<file path="config.mk">
export PLATFORM = sky130hd
export DESIGN_NAME = core_ibex_fcov_event_monitor
export DESIGN_NICKNAME = d
export VERILOG_FILES = /design/src/rtl/core_ibex_fcov_pkg.sv /design/src/rtl/core_ibex_fcov_event_chan.sv /design/src/rtl/core_ibex_fcov_event_monitor.sv
export SDC_FILE = /design/constraint.sdc
export NUM_CORES = 1
export LEC_CHECK = 0
export BUFFER_PORTS_ARGS = -buffer_cell sky130_fd_sc_hd__buf_2
export CAP_MARGIN = 5
export CORE_MARGIN = 3
export CORE_UTILIZATION = 50
export DETAILED_ROUTE_END_ITERATION = 7
export PLACE_DENSITY_LB_ADDON = 0.1
export SETUP_SLACK_MARGIN = 0.2
export SYNTH_ARGS = -nofsm -noshare
export SYNTH_HDL_FRONTEND = slang
export SYNTH_SLANG_ARGS = --single-unit
</file>
<file path="constraint.sdc">
create_clock -name clk_i -period 3.93 [get_ports clk_i]
set_clock_uncertainty 0.2 [all_clocks]
set_input_delay 0 -clock clk_i [delete_from_list [all_inputs] [get_ports clk_i]]
set_output_delay 0 -clock clk_i [all_outputs]
set_load 0.005 [all_outputs]
</file>
<file path="src/rtl/core_ibex_fcov_pkg.sv">
// Shared definitions for the Ibex functional-coverage event monitor:
// snapshot FSM states and channel indices of the standard pipeline taps.
package core_ibex_fcov_pkg;

   typedef enum logic {
      SnapIdle = 1'b0,
      SnapHold = 1'b1
   } snap_state_e;

   localparam int unsigned EvStallLdHz    = 0;
   localparam int unsigned EvStallMem     = 1;
   localparam int unsigned EvStallMultdiv = 2;
   localparam int unsigned EvStallBranch  = 3;
   localparam int unsigned EvStallJump    = 4;
   localparam int unsigned EvRfWbHz       = 5;
   localparam int unsigned EvPipeFlush    = 6;
   localparam int unsigned EvLsPmpExc     = 7;

endpackage

</file>
<file path="src/rtl/core_ibex_fcov_event_chan.sv">
// One event channel: saturating occurrence count, current run length,
// maximum run length and a sticky seen flag.
module core_ibex_fcov_event_chan #(
   parameter int unsigned CntWidth = 16,
   parameter int unsigned RunWidth = 8
) (
   input  logic                clk_i,
   input  logic                rst_ni,
   input  logic                upd_i,
   input  logic                clear_i,
   input  logic                event_i,
   output logic [CntWidth-1:0] cnt_o,
   output logic [RunWidth-1:0] max_run_o,
   output logic                seen_o
);

   logic [CntWidth-1:0] cnt_reg, cnt_next;
   logic [RunWidth-1:0] run_reg, run_next, run_inc;
   logic [RunWidth-1:0] max_run_reg, max_run_next;
   logic                seen_reg, seen_next;

   // run_inc saturates, so max_run can never exceed all-ones either
   assign run_inc = (run_reg == '1) ? run_reg : run_reg + 1'b1;

   always_comb begin
      cnt_next     = cnt_reg;
      run_next     = run_reg;
      max_run_next = max_run_reg;
      seen_next    = seen_reg;
      if (clear_i) begin
         cnt_next     = '0;
         run_next     = '0;
         max_run_next = '0;
         seen_next    = 1'b0;
      end else if (upd_i) begin
         if (event_i) begin
            cnt_next  = (cnt_reg == '1) ? cnt_reg : cnt_reg + 1'b1;
            run_next  = run_inc;
            seen_next = 1'b1;
            if (run_inc > max_run_reg) begin
               max_run_next = run_inc;
            end
         end else begin
            run_next = '0;
         end
      end
   end

   always_ff @(posedge clk_i or negedge rst_ni) begin
      if (!rst_ni) begin
         cnt_reg     <= '0;
         run_reg     <= '0;
         max_run_reg <= '0;
         seen_reg    <= 1'b0;
      end else begin
         cnt_reg     <= cnt_next;
         run_reg     <= run_next;
         max_run_reg <= max_run_next;
         seen_reg    <= seen_next;
      end
   end

   assign cnt_o     = cnt_reg;
   assign max_run_o = max_run_reg;
   assign seen_o    = seen_reg;

endmodule

</file>
<file path="src/rtl/core_ibex_fcov_event_monitor.sv">
// N-channel coverage event monitor with coincidence detection and a
// valid/ready snapshot port that freezes all counters atomically.
module core_ibex_fcov_event_monitor
   import core_ibex_fcov_pkg::*;
#(
   parameter int unsigned NumEvents = 8,
   parameter int unsigned CntWidth  = 16,
   parameter int unsigned RunWidth  = 8
) (
   input  logic                          clk_i,
   input  logic                          rst_ni,
   input  logic                          en_i,
   input  logic                          clear_i,
   input  logic [NumEvents-1:0]          event_i,
   output logic [NumEvents*CntWidth-1:0] cnt_o,
   output logic [NumEvents*RunWidth-1:0] max_run_o,
   output logic [NumEvents-1:0]          seen_o,
   output logic                          seen_all_o,
   output logic                          coincide_o,
   input  logic                          snap_req_i,
   output logic                          snap_valid_o,
   input  logic                          snap_ready_i,
   output logic [NumEvents*CntWidth-1:0] snap_cnt_o,
   output logic [NumEvents*RunWidth-1:0] snap_max_run_o
);

   logic upd;
   assign upd = en_i & ~clear_i;

   genvar gi;
   generate
      for (gi = 0; gi < NumEvents; gi++) begin : g_chan
         core_ibex_fcov_event_chan #(
            .CntWidth(CntWidth),
            .RunWidth(RunWidth)
         ) u_chan (
            .clk_i    (clk_i),
            .rst_ni   (rst_ni),
            .upd_i    (upd),
            .clear_i  (clear_i),
            .event_i  (event_i[gi]),
            .cnt_o    (cnt_o[gi*CntWidth +: CntWidth]),
            .max_run_o(max_run_o[gi*RunWidth +: RunWidth]),
            .seen_o   (seen_o[gi])
         );
      end
   endgenerate

   assign seen_all_o = &seen_o;

   // Two-or-more detection without a full popcount
   logic ev_any, ev_multi;
   always_comb begin
      ev_any   = 1'b0;
      ev_multi = 1'b0;
      for (int k = 0; k < NumEvents; k++) begin
         ev_multi = ev_multi | (ev_any & event_i[k]);
         ev_any   = ev_any | event_i[k];
      end
   end

   logic coincide_reg;
   always_ff @(posedge clk_i or negedge rst_ni) begin
      if (!rst_ni) begin
         coincide_reg <= 1'b0;
      end else if (clear_i) begin
         coincide_reg <= 1'b0;
      end else if (upd && ev_multi) begin
         coincide_reg <= 1'b1;
      end
   end
   assign coincide_o = coincide_reg;

   snap_state_e state_reg, state_next;
   logic        capture;

   always_ff @(posedge clk_i or negedge rst_ni) begin
      if (!rst_ni) begin
         state_reg <= SnapIdle;
      end else begin
         state_reg <= state_next;
      end
   end

   always_comb begin
      state_next = state_reg;
      unique case (state_reg)
         SnapIdle: if (snap_req_i)   state_next = SnapHold;
         SnapHold: if (snap_ready_i) state_next = SnapIdle;
         default:                    state_next = SnapIdle;
      endcase
   end

   always_comb begin
      snap_valid_o = (state_reg == SnapHold);
      capture      = (state_reg == SnapIdle) && snap_req_i;
   end

   // Captures registered counts, so the request-cycle event is excluded
   logic [NumEvents*CntWidth-1:0] snap_cnt_reg;
   logic [NumEvents*RunWidth-1:0] snap_max_run_reg;
   always_ff @(posedge clk_i or negedge rst_ni) begin
      if (!rst_ni) begin
         snap_cnt_reg     <= '0;
         snap_max_run_reg <= '0;
      end else if (capture) begin
         snap_cnt_reg     <= cnt_o;
         snap_max_run_reg <= max_run_o;
      end
   end

   assign snap_cnt_o     = snap_cnt_reg;
   assign snap_max_run_o = snap_max_run_reg;

endmodule

</file>
==> results.md <==
* Tot GR Track Use at 23.3%
* Sequential fraction of the synthesis area at 50.2%
* Synthesis Warnings at 0
* Synth area leaders: dfrtp_1, mux2_2, ha_1
* Max-slew violations at 0
* CTS tree: built
* Met3 Usage GRT at 4.59%
* Critical path required time at roughly 4.2 ns
* Status: complete, no violations
* CP max FO at 13
* Hold_sp: snap_req_i
* Final-report hold violation count at 0
* CP top delay family: compound AO/OA/AOI/OAI gates
* Die width at 220 um
* CP Class: flip-flop to flip-flop
* Cells after Synth at 2195
* Async set or reset register ratio after synthesis at 100%
* Post-synth top cells: dfrtp_1, nand2_1, nor2_1
* Ant. Diodes at 0
* Max Cap Viol at 0
* Layout cells sized above 1 at roughly 27%
* Peak Freq at ~300 MHz
* Initial DRC Count at between 1000 and 1500
* Core footprint at approximately 45000 um^2
* Slowest-stage cell, CP: a2111o_1
* Hpwl dp at about 40000 um
* Post-CTS Setup Repair Bufs at 0
* RSZ-0062 raised after global routing: no
* CTS Sinks at 458
* Wirelength per Cell at 17.7 um
* Congestion Overflow GR at 0
* WHS Endpoint: snap_max_run_o[28]$_DFFE_PN0P_
* Reg2Reg Depth at 10
* Reg-to-reg critical path endpoint: g_chan[5].u_chan.max_run_o[0]$_DFFE_PN0P_
* Vias in the first global route at between 15000 and 20000
* Minimum clock period at 3.31 ns
* Worst-Margin Slew at 0.930 ns
* Worst skew pair latency at approximately 0.6 ns
* Tot Pwr at roughly 11 mW
* Arrival time worst endpoint at approximately 3.6 ns
* Buffers on Ports at a little over 400
* Initial antenna violation count at 0
* Seq pwr share at 46.3%
* Crit-path max cell delay at between 0.5 and 0.6 ns
* GRT Max-Usage Layer: met2
* Slew HR at a little under two fifths
* Static Leak at ~14 nW
* Post-synth top flop: dfrtp_1
* Combinational share of power at 7.2%
* Area leader, netlist: dfrtp_1
* Most frequent CP cell: ha_1
* Fin util at between 60% and 70%
* Initial Util at about 51%
* Post-route ant nets at 0
* Stages on worst setup path at 10
* Vias at between 15000 and 20000
* WP buf/inv at 0
* Net count after synthesis at 2289
* Root Driver: clkbuf_16
* First-pass GRT wire length at about 92000 um
* Syn-to-layout area delta at 19.6%
* Final Cycle Share at a little over four fifths
* Sw Share at 23.6%
* Synth top area share at around 50%
* I/O pin cnt at between 400 and 500
* Vias per Instance at about 5.5
* Total net switching power at 2.49 mW
* TritonCTS buffer count at 50
* CTS H-Tree Depth at 2
* Routed WL at 56800 um
* EDFF count, synth at 0
* Worst setup SP type: flip-flop
* FP Rows at 77
* Clk pwr share at around 47%
* Setup TNS at 0 ns
* Nets@finish at 2670
* Synth cell types at 74
* CTS Buffer Depth at 3
* Die area at 48200 um^2
* Worst Setup End Kind: flip-flop
* R2r setup slk at ~0.62 ns
* Peak VDD IR at around 330 uV
* Met2 usage at roughly 38%
* M1 GR Usage at 32.2%
* Remaining DRCs at 0
* Die Span Y at 220 um
* CP Cell Sequence: ha_1 -> nand3_1 -> nor2_1 -> mux2_2 -> ha_1 -> nor2b_1 -> o211ai_1 -> a2111o_1 -> and3_1 -> o21a_1
* Cell Int Power at roughly 8.0 mW
* CTS clk-pin slew, worst paths at roughly 0.06 ns
* Power Density at about 390 nW/um^2
* Fill cell count at 3796
* GPL Wtd Cong at about 0.83
* Drt first pass iters at 5
* Worst Hold Class: primary input to flip-flop
* Seq cells post-synth at about 460
* Syn avg cell area at a little over 10 um^2
* Worst hold path depth at 4
* Largest net degree at the start of global routing at 153
* Final setup violation count at 0
* Top-count cell post-synth: dfrtp_1
* Worst R2R Start: g_chan[5].u_chan.run_reg[0]$_DFFE_PN0N_
* Synthesized area at 22800 um^2
stage by stage:
step	hold WS (ns)	std cells	setup WS, ns	cell area (um^2)
2_1_floorplan	-0.496	2195	0.819	22800
3_3_place_gp	-0.146	3096	0.781	25300
3_5_place_dp	-0.142	3096	0.663	25300
4_1_cts	0.0149	3208	0.639	27300
5_1_grt	0.0734	3208	0.307	27300
6_report	0.0531	3208	0.624	27300
cell usage in the layout (no fill, tap or decap), types with 54 or more instances in the layout:
master,netlist,final
mux2_2,145,145
nor2_1,218,218
dfrtp_1,458,458
buf_2,27,406
mux2i_1,68,68
inv_1,87,85
a21oi_1,106,106
ha_1,80,80
nand3_1,54,54
xnor2_1,67,67
o21ai_0,102,102
nand2_1,231,230
what timing repair did:
action | in CTS | in global routing
hold endpoints to repair | 619 | 0
gates resized for setup | 0 | 0
endpoints found under the setup margin | 0 | 0
hold buffers | 20 | 0
metal layers:
layer  up-vias  part of all wire, %
met5         -                    0
met3        81                  5.3
met1      8675                   45
li1       8505                    -
met4         0                  2.4
met2       395                   48
worst max path at each step:
stage               slack (ns)                                        end                               startpoint
finish                    0.62  g_chan[5].u_chan.max_run_o[0]$_DFFE_PN0P_  g_chan[5].u_chan.run_reg[0]$_DFFE_PN0N_
CTS                       0.64  g_chan[5].u_chan.max_run_o[0]$_DFFE_PN0P_  g_chan[5].u_chan.run_reg[0]$_DFFE_PN0N_
global route              0.31  g_chan[4].u_chan.max_run_o[7]$_DFFE_PN0P_  g_chan[4].u_chan.run_reg[0]$_DFFE_PN0N_
floorplan                 0.82  g_chan[6].u_chan.max_run_o[0]$_DFFE_PN0P_  g_chan[6].u_chan.run_reg[0]$_DFFE_PN0N_
global placement          0.78  g_chan[4].u_chan.max_run_o[3]$_DFFE_PN0P_  g_chan[4].u_chan.run_reg[0]$_DFFE_PN0N_
detailed placement        0.66  g_chan[5].u_chan.max_run_o[0]$_DFFE_PN0P_  g_chan[5].u_chan.run_reg[0]$_DFFE_PN0N_
cell families (layout without fill, tap and decap cells):
| family | count (synthesis) | in the layout | synth area share, % |
|---|---|---|---|
| flops | 458 | 458 | 50.2 |
| mux | 216 | 216 | 10.3 |
| fa+ha+maj | 82 | 82 | 4.48 |
| buf+inv | 203 | 624 | 3.65 |
| compound gates | 367 | 367 | 10.5 |
| xor+xnor | 116 | 116 | 4.45 |
| simple gates | 753 | 753 | 16.4 |
power groups by stage:
stage               combinational (mW)  sequential, mW  clock (mW)
finish                           0.761            4.88        4.89
global route                     0.853            4.89        5.22
CTS                              0.779            4.88        5.04
detailed placement               0.755            4.96           0
global placement                 0.738            4.96           0
floorplan                        0.434            4.95           0
final cells by class:
type                    count  area, um^2  share of cell area [%]
flip-flops and latches    458       11500                    42.0
multi-input cells        1534       10500                    38.6
repair buffers            445        2490                    9.14
clock buffers              67        1480                    5.41
well taps                 592         741                    2.71
inverters                  87         327                    1.20
clock inverters            25         264                   0.968
tightest hold or removal path, cell delays in order:
cell     delay (ns)
buf_2          0.10
nand2_4        0.39
nand2_1        0.20
o21ai_0        0.06
No activity file was read; power rests on OpenSTA's default activity.
